$ cat src/rtl/mvu_job_sched.sv
// Per-MVU job scheduler: one descriptor FIFO and launch FSM per MVU channel,
// with a per-channel watchdog and sticky, maskable completion interrupts.
module mvu_job_sched #(
  parameter  int NMVU   = 8,
  parameter  int DESCW  = 64,
  parameter  int QDEPTH = 4,
  parameter  int TOW    = 16,
  localparam int MW     = (NMVU > 1) ? $clog2(NMVU) : 1,
  localparam int PW     = $clog2(QDEPTH),
  localparam int CW     = $clog2(QDEPTH) + 1
) (
  input  logic                  clk,
  input  logic                  rst_n,
  input  logic                  sub_valid,
  output logic                  sub_ready,
  input  logic [MW-1:0]         sub_mvu,
  input  logic [DESCW-1:0]      sub_desc,
  output logic [NMVU-1:0]       start,
  output logic [NMVU*DESCW-1:0] desc,
  input  logic [NMVU-1:0]       done,
  output logic [NMVU-1:0]       busy,
  output logic [NMVU*CW-1:0]    qcount,
  input  logic [TOW-1:0]        timeout_cyc,
  input  logic [NMVU-1:0]       abort,
  input  logic [NMVU-1:0]       irq_mask,
  input  logic [NMVU-1:0]       irq_clr,
  output logic [NMVU-1:0]       irq,
  output logic [NMVU-1:0]       err
);

  typedef enum logic [1:0] {S_IDLE, S_START, S_RUN} state_t;

  state_t           state_q  [NMVU];
  state_t           state_d  [NMVU];
  logic [DESCW-1:0] mem_q    [NMVU][QDEPTH];
  logic [PW-1:0]    wptr_q   [NMVU];
  logic [PW-1:0]    rptr_q   [NMVU];
  logic [CW-1:0]    count_q  [NMVU];
  logic [DESCW-1:0] desc_q   [NMVU];
  logic [TOW-1:0]   wd_q     [NMVU];
  logic [NMVU-1:0]  pend_q;
  logic [NMVU-1:0]  err_q;
  logic [NMVU-1:0]  sel;
  logic [NMVU-1:0]  push;
  logic [NMVU-1:0]  pop;
  logic [NMVU-1:0]  to_hit;
  logic [NMVU-1:0]  set_pend;
  logic [TOW-1:0]   wd_limit;

  assign wd_limit = timeout_cyc - TOW'(1);

  // Pop and watchdog expiry; abort suppresses both, done has priority over expiry.
  always_comb begin
    for (int i = 0; i < NMVU; i++) begin
      pop[i]    = (state_q[i] == S_IDLE) && (count_q[i] != '0) && !abort[i];
      to_hit[i] = (state_q[i] == S_RUN) && !abort[i] && !done[i] &&
                  (timeout_cyc != '0) && (wd_q[i] == wd_limit);
    end
  end

  // A full queue can still accept when its head is popped in the same cycle.
  always_comb begin
    sub_ready = 1'b0;
    for (int i = 0; i < NMVU; i++) begin
      sel[i] = (sub_mvu == MW'(i));
      if (sel[i]) begin
        sub_ready = (count_q[i] != CW'(QDEPTH)) || pop[i];
      end
    end
  end

  always_comb begin
    for (int i = 0; i < NMVU; i++) begin
      push[i] = sub_valid && sub_ready && sel[i] && !abort[i];
    end
  end

  always_ff @(posedge clk or negedge rst_n) begin
    if (!rst_n) begin
      for (int i = 0; i < NMVU; i++) begin
        state_q[i] <= S_IDLE;
      end
    end else begin
      for (int i = 0; i < NMVU; i++) begin
        state_q[i] <= state_d[i];
      end
    end
  end

  always_comb begin
    for (int i = 0; i < NMVU; i++) begin
      state_d[i] = state_q[i];
      if (abort[i]) begin
        state_d[i] = S_IDLE;
      end else begin
        case (state_q[i])
          S_IDLE:  if (count_q[i] != '0) state_d[i] = S_START;
          S_START: state_d[i] = S_RUN;
          S_RUN:   if (done[i] || to_hit[i]) state_d[i] = S_IDLE;
          default: state_d[i] = S_IDLE;
        endcase
      end
    end
  end

  always_comb begin
    start    = '0;
    busy     = '0;
    set_pend = '0;
    desc     = '0;
    qcount   = '0;
    for (int i = 0; i < NMVU; i++) begin
      start[i]               = (state_q[i] == S_START);
      busy[i]                = (state_q[i] != S_IDLE);
      set_pend[i]            = (state_q[i] == S_RUN) && !abort[i] && (done[i] || to_hit[i]);
      desc[i*DESCW +: DESCW] = desc_q[i];
      qcount[i*CW +: CW]     = count_q[i];
    end
  end

  assign irq = pend_q & ~irq_mask;
  assign err = err_q;

  always_ff @(posedge clk) begin
    for (int i = 0; i < NMVU; i++) begin
      if (push[i]) begin
        mem_q[i][wptr_q[i]] <= sub_desc;
      end
    end
  end

  // Queue bookkeeping, launched descriptor, watchdog and sticky flags.
  always_ff @(posedge clk or negedge rst_n) begin
    if (!rst_n) begin
      for (int i = 0; i < NMVU; i++) begin
        wptr_q[i]  <= '0;
        rptr_q[i]  <= '0;
        count_q[i] <= '0;
        desc_q[i]  <= '0;
        wd_q[i]    <= '0;
      end
      pend_q <= '0;
      err_q  <= '0;
    end else begin
      for (int i = 0; i < NMVU; i++) begin
        if (abort[i]) begin
          wptr_q[i]  <= '0;
          rptr_q[i]  <= '0;
          count_q[i] <= '0;
        end else begin
          if (push[i]) wptr_q[i] <= wptr_q[i] + PW'(1);
          if (pop[i])  rptr_q[i] <= rptr_q[i] + PW'(1);
          if (push[i] && !pop[i]) begin
            count_q[i] <= count_q[i] + CW'(1);
          end else if (pop[i] && !push[i]) begin
            count_q[i] <= count_q[i] - CW'(1);
          end
        end
        if (pop[i]) begin
          desc_q[i] <= mem_q[i][rptr_q[i]];
        end
        if (state_q[i] == S_START) begin
          wd_q[i] <= '0;
        end else if ((state_q[i] == S_RUN) && (wd_q[i] != '1)) begin
          wd_q[i] <= wd_q[i] + TOW'(1);
        end
        pend_q[i] <= set_pend[i] | (pend_q[i] & ~irq_clr[i]);
        err_q[i]  <= to_hit[i] | (err_q[i] & ~irq_clr[i]);
      end
    end
  end

endmodule

$ cat config.mk
export PLATFORM = sky130hd
export DESIGN_NAME = mvu_job_sched
export DESIGN_NICKNAME = d
export VERILOG_FILES = /design/src/rtl/mvu_job_sched.sv
export SDC_FILE = /design/constraint.sdc
export NUM_CORES = 2
export LEC_CHECK = 0
export CAP_MARGIN = 40
export CORE_ASPECT_RATIO = 1.1
export CORE_UTILIZATION = 50
export CTS_CLUSTER_SIZE = 20
export DETAILED_ROUTE_END_ITERATION = 10
export MAX_ROUTING_LAYER = met4
export PLACE_DENSITY = 0.76
export SLEW_MARGIN = 40
export SYNTH_ARGS = -nofsm -noshare
export SYNTH_HDL_FRONTEND = slang
export SYNTH_SLANG_ARGS = --single-unit
$ cat constraint.sdc
create_clock -name clk -period 7.7 [get_ports clk]
set_clock_uncertainty 0.1 [all_clocks]
set_input_delay 1.155 -clock clk [delete_from_list [all_inputs] [get_ports clk]]
set_output_delay 1.155 -clock clk [all_outputs]
set_load 0.01 [all_outputs]
# After elaboration in Yosys (flattened, before gate mapping)
# Memory sizes are Yosys's and may differ from the RTL's.
# Cells that the tools add are included.
[classes] reduce_logical=226 bitwise=58 order_cmp=24 n_eq_ne=63 add_sub_neg=41 n_mux=189
[op_table] cell="two-way mux 256 bit" n=22
[op_table] cell="OR reduction 256 bit" n=7
[op_table] cell="two-way mux 64 bit" n=24
[op_table] cell="binary-select mux 64 bit (select 2 bit)" n=8
[op_table] cell="demux 64 bit (select 2 bit)" n=8
[op_table] cell="two-way mux 16 bit" n=16
[op_table] cell="adder 16 x 1 -> 16 bit, second input constant" n=8
[op_table] cell="== test 16 bit" n=8
[op_table] cell="!= test 16 bit, second input constant" n=8
[op_table] cell="two-way mux 2 bit" n=56
[op_table] cell="logical AND 1 bit" n=105
[op_table] cell="two-way mux 3 bit" n=31
[op_table] cell="nonzero test 2 bit" n=32
[op_table] cell=">= comparator 3 bit, second input constant" n=16
[op_table] cell="inverter 2 -> 3 bit" n=16
[op_table] cell="case mux 2 bit (3 select lines)" n=8
[op_table] cell="nonzero test 3 bit" n=16
[op_table] cell="!= test 3 bit, second input constant" n=14
[op_table] cell="adder 2 x 1 -> 2 bit, second input constant" n=16
[op_table] cell="zero test 1 bit" n=32
[op_table] cell="!= test 3 x 2 -> 1 bit, second input constant" n=10
[op_table] cell="adder 3 x 1 -> 3 bit, second input constant" n=8
[op_table] cell="less-than comparator 3 x 1 -> 1 bit, second input constant" n=8
[op_table] cell="subtractor 3 x 1 -> 3 bit, second input constant" n=8
[op_table] cell="17 further kinds" n=116
[word_totals] register_bits=728 output_inout_bits=569 ramBits=2048 inputBits=118 memories=1
[memory_table] memory="mem_q" depth=8 word_bits=256 read_ports=8 rd_clocked_by_memory_dff=0 wr=1 line_no="35" rtl="logic [DESCW-1:0] mem_q [NMVU][QDEPTH];"

# Logic depth before layout (Yosys ltp)
[depth] word_depth=25 depth_mapped=12 mapped_depth_nobuf=11

# Worst setup path after synthesis
# Ideal clock, no wire load.
[synth_timing] kind="input port to flip-flop" start="input port abort[1]" end="memory mem_q[0][256] in the netlist's numbering (enable)" setup_slack_ps=3139 path_stages=7 t_arrival_ps=4032 required_ps=7171 path_cell_list="nor3_1 > o41a_1 > nand4b_1 > or3b_2 > clkbuf_1 > nor2_1 > and2_1"
[synth_via] elab_chain_cells=23 elab_cells_between_ends=64 cone_classes="mux (37); reduce/logical (27)"
[synth_lines] item="start: declaration" line_no="24" rtl="input logic [NMVU-1:0] abort,"
[synth_lines] item="zero test 1 bit (*)" line_no="55, 74"
[synth_lines] item="logical AND 1 bit" line_no="55" rtl="pop[i] = (state_q[i] == S_IDLE) && (count_q[i] != '0) && !abort[i];"
[synth_lines] item="logical OR 1 bit" line_no="67" rtl="sub_ready = (count_q[i] != CW'(QDEPTH)) || pop[i];"
[synth_lines] item="two-way mux 1 bit (7 in a row)" line_no="66" rtl="if (sel[i]) begin"
[synth_lines] item="logical AND 1 bit (3 in a row)" line_no="74" rtl="push[i] = sub_valid && sub_ready && sel[i] && !abort[i];"
[synth_lines] item="two-way mux 1 bit" line_no="126" rtl="if (push[i]) begin"
[synth_lines] item="two-way mux 256 bit (implied by the code)" line_no="127" rtl="mem_q[i][wptr_q[i]] <= sub_desc;"
[synth_lines] item="OR reduction 256 bit (no source line)"
[synth_lines] item="two-way mux 3 bit (no source line) or two-way mux 256 bit (tied branches) (7 in a row)"
[synth_lines] item="end: declaration" line_no="35"
# Mark *: on every way between the ends. The rest lies on a longest branch, timed or not.

# Worst setup path after layout
[layout_timing] start="input port sub_mvu[0]" end="output port sub_ready"
[layout_via] elab_chain_cells=9 elab_cells_between_ends=16 cone_classes="eq/ne (7); mux (8); reduce/logical (1)"
[layout_lines] item="start: declaration" line_no="16" rtl="input logic [MW-1:0] sub_mvu,"
[layout_lines] item="zero test 3 bit" line_no="65" rtl="sel[i] = (sub_mvu == MW'(i));"
[layout_lines] item="two-way mux 1 bit (7 in a row)" line_no="66"
[layout_lines] item="two-way mux 1 bit (*)" line_no="66"
[layout_lines] item="end: declaration" line_no="15" rtl="output logic sub_ready,"
# Marks and branches as above.

==> impl_metrics.json <==
{
  "n_fill_cell": 14500,
  "gp_congestion": 0.963,
  "synthFlopType": "edfxtp_1",
  "die_height_um": 487,
  "cts_tree": "done",
  "drt_iter0_drc": 6980,
  "post_cts_resized": 0,
  "syn_area_um2": 107000,
  "hold_class": "in -> async",
  "synthTopCellsByCount": "edfxtp_1 (2048), dfrtp_1 (728), mux2_2 (512), mux4_2 (512), nor2_1 (205)",
  "cts_buffer_depth": 4,
  "syn_to_final_growth_pct": 19.2,
  "routedWlPerCell_um": 33.9,
  "grt_pass1_vias": 58400,
  "p_leak_nw": 43.5,
  "slew_viol_final": 0,
  "grt_pass1_wl_mm": 446,
  "synthCells": 5444,
  "yosysWarnings": 0,
  "slowest_stage": "or4b_2",
  "design_area_um2": 127000,
  "ir_drop_mv": 0.292,
  "fp.dieW_um": 443,
  "fp.dieArea_um2": 216000,
  "core_um2": 212000,
  "rsz0062_at_grt": "no",
  "seqPwrFrac": 0.436,
  "finalSetupTns_ns": 0,
  "grt-ovfl-total": 0,
  "p_int_w": 0.0321,
  "yosysTopAreaCell": "edfxtp_1",
  "cp_cell_sequence": "clkdlybuf4s50_1 > or4b_2 > o22ai_1 > mux2i_1 > a21oi_1 > nor2_1 > clkdlybuf4s50_1",
  "path_buf_inv": 2,
  "nets": 6508,
  "hpwl_mm": 203,
  "fin_crit_ns": 5.28,
  "yosysSeqAreaShare": 0.745,
  "utilization": 0.601,
  "worst-slew-pin-transition_ns": 0.921,
  "relSlewSlack": 0.386,
  "drive_gt1_frac": 0.264,
  "via_per_inst": 6.21,
  "fin_cells": 9351,
  "routed_wl_mm": 317,
  "hold_buffers": 0,
  "io_buffers": 686,
  "period_share": 0.686,
  "netlist.area_leader.share": 0.575,
  "outcome": "finished clean",
  "power_density_nw_per_um2": 359,
  "start_util": 0.505,
  "firstDrtPassIters": 5,
  "ys_ff_latch": 2776,
  "power_frac_comb": 0.261,
  "setup.worst_path.class": "in -> out",
  "insertion_delay_ns": 0.95,
  "cp_max_fo": 16,
  "cts.sinks": 2776,
  "postCtsSetupBuffers": 0,
  "crit_top_cell": "clkdlybuf4s50_1",
  "switching_share": 0.299,
  "p_clk_frac": 0.303,
  "antenna_found_initial": 31,
  "fmax_ghz": 0.189,
  "synth.avg_cell_area_um2": 19.6,
  "placed_cell_area_um2": 118000,
  "cp_data_required_time_ns": 6.44,
  "setup_violations": 0,
  "grt_max_degree": 94,
  "cap_violations": 0,
  "antenna_left": 0,
  "synth_edf_count": 2048,
  "hold_viol_final": 0,
  "cts_root_buf": "clkbuf_16",
  "place_inst": 8816,
  "ys_top_cells_by_area": "edfxtp_1 (58%), dfrtp_1 (17%), mux4_2 (11%), mux2_2 (5.4%), xnor2_1 (0.92%)",
  "holdWs_ns": 0.0327,
  "ys_types": 84,
  "end_kind": "primary output",
  "power.switching_w": 0.0137,
  "row_count": 177,
  "pin_count": 687,
  "crit_arrival_ns": 4.02,
  "cts_buffers": 292,
  "grt_usage": 0.304,
  "critPathMaxStageDelay_ns": 0.74,
  "syn_nets": 5611,
  "drcViolationCount": 0,
  "vias": 58100,
  "synth.most_common_cell": "edfxtp_1",
  "startpoint_type": "input pin",
  "async_flop_share": 0.262,
  "crit_family": "buffers and inverters",
  "cts.htree.levels": 5,
  "path_clk_slew_ns": 0.06
}
## layer usage
layer  wire length, um  share of wire  global-route usage  vias up
met1            120000           0.38               0.400    30600
li1                  -              -                   -    23300
met4             14400          0.045               0.119        0
met5                 0              0                   -        -
met3             33500           0.11              0.0723      541
met2            149000           0.47               0.461     3648
## cells by family (layout without fill, tap and decap cells)
group | Yosys count | in the layout | share of synthesized area
DFF | 2776 | 2776 | 0.745
muxes | 1041 | 1041 | 0.163
and+or+nand+nor | 761 | 761 | 0.0366
buffers and inverters | 321 | 1438 | 0.0116
AOI/OAI and AO/OA | 292 | 292 | 0.0180
xor gates and xnor gates | 204 | 204 | 0.0187
adders and majority gates | 49 | 49 | 0.00629
other | 0 | 16 | 0
## worst paths after layout
kind	from	end	slack, ns	cells after the start
min	rst_n	desc[103]$_DFFE_PN0P_	0.03	1
min reg2reg	desc[81]$_DFFE_PN0P_	desc[81]$_DFFE_PN0P_	0.40	1
max reg2reg	state_q[10]$_DFFE_PN0P_	mem_q[0][276]$_DFFE_PP_	3.48	7
max in group asynchronous	rst_n	desc[322]$_DFFE_PN0P_	5.58	3
min in group clk	desc[81]$_DFFE_PN0P_	desc[81]$_DFFE_PN0P_	0.40	1
max	sub_mvu[0]	sub_ready	2.42	7
## area by class of cell
class	count	area, um2	area share
Tap cell	2774	3470	0.0272
Inverter	84	315	0.00247
Clock buffer	412	8340	0.0654
Multi-Input combinational cell	2347	26200	0.205
Clock inverter	102	1010	0.00796
Antenna cell	16	40.0	0.000314
Timing Repair Buffer	840	8320	0.0653
Sequential cell	2776	79800	0.626
## power groups by stage
stage               Clock (W)  Sequential (W)  Combinational [W]
floorplan                   0          0.0195            0.00561
finish                 0.0139          0.0200             0.0119
global route           0.0146          0.0201             0.0125
global placement            0          0.0202             0.0116
CTS                    0.0140          0.0200             0.0120
detailed placement          0          0.0202             0.0118
## worst register-to-register path, cell delays in order, from the launching register on
cell and delay [ns]:
dfrtp_1 0.50, or2_2 0.46, o211ai_1 0.25, nand4b_1 0.29, or3b_2 0.66, nor2_1 0.38
and2_4 0.72, buf_4 0.54
## cell usage in the layout (no fill, tap or decap), drive strengths merged, types with 17 or more instances in the layout
master and instances:
a21oi 45, nor3 59, xor2 76, nand3 88, nand2 131, edfxtp 2048
xnor2 114, bufinv 17, buf 176, or2 18, nor2 206, and3 31
nand2b 25, mux4 512, or3 23, clkdlybuf4s50 664, mux2i 17, nand4 37
clkinv 71, and2 48, inv 88, ha 41, mux2 512, nor4 26
clkbuf 412, nor2b 19, o21ai 107, dfrtp 728
## per-stage QoR
step	worst slack, ns	total power, W
floorplan	3.14	0.0251
global placement	1.70	0.0318
detailed placement	2.32	0.0320
CTS	2.50	0.0460
global route	2.34	0.0472
finish	2.42	0.0458
## flip-flops by register name, indices dropped and copies added (netlist names)
register / cells
desc: 512
err: 8
mem_q: 2048
pend_q: 8
qcount: 24
rptr_q: 16
state_q: 16
wd_q: 128
wptr_q: 16
(Power assumes the default switching activity.)
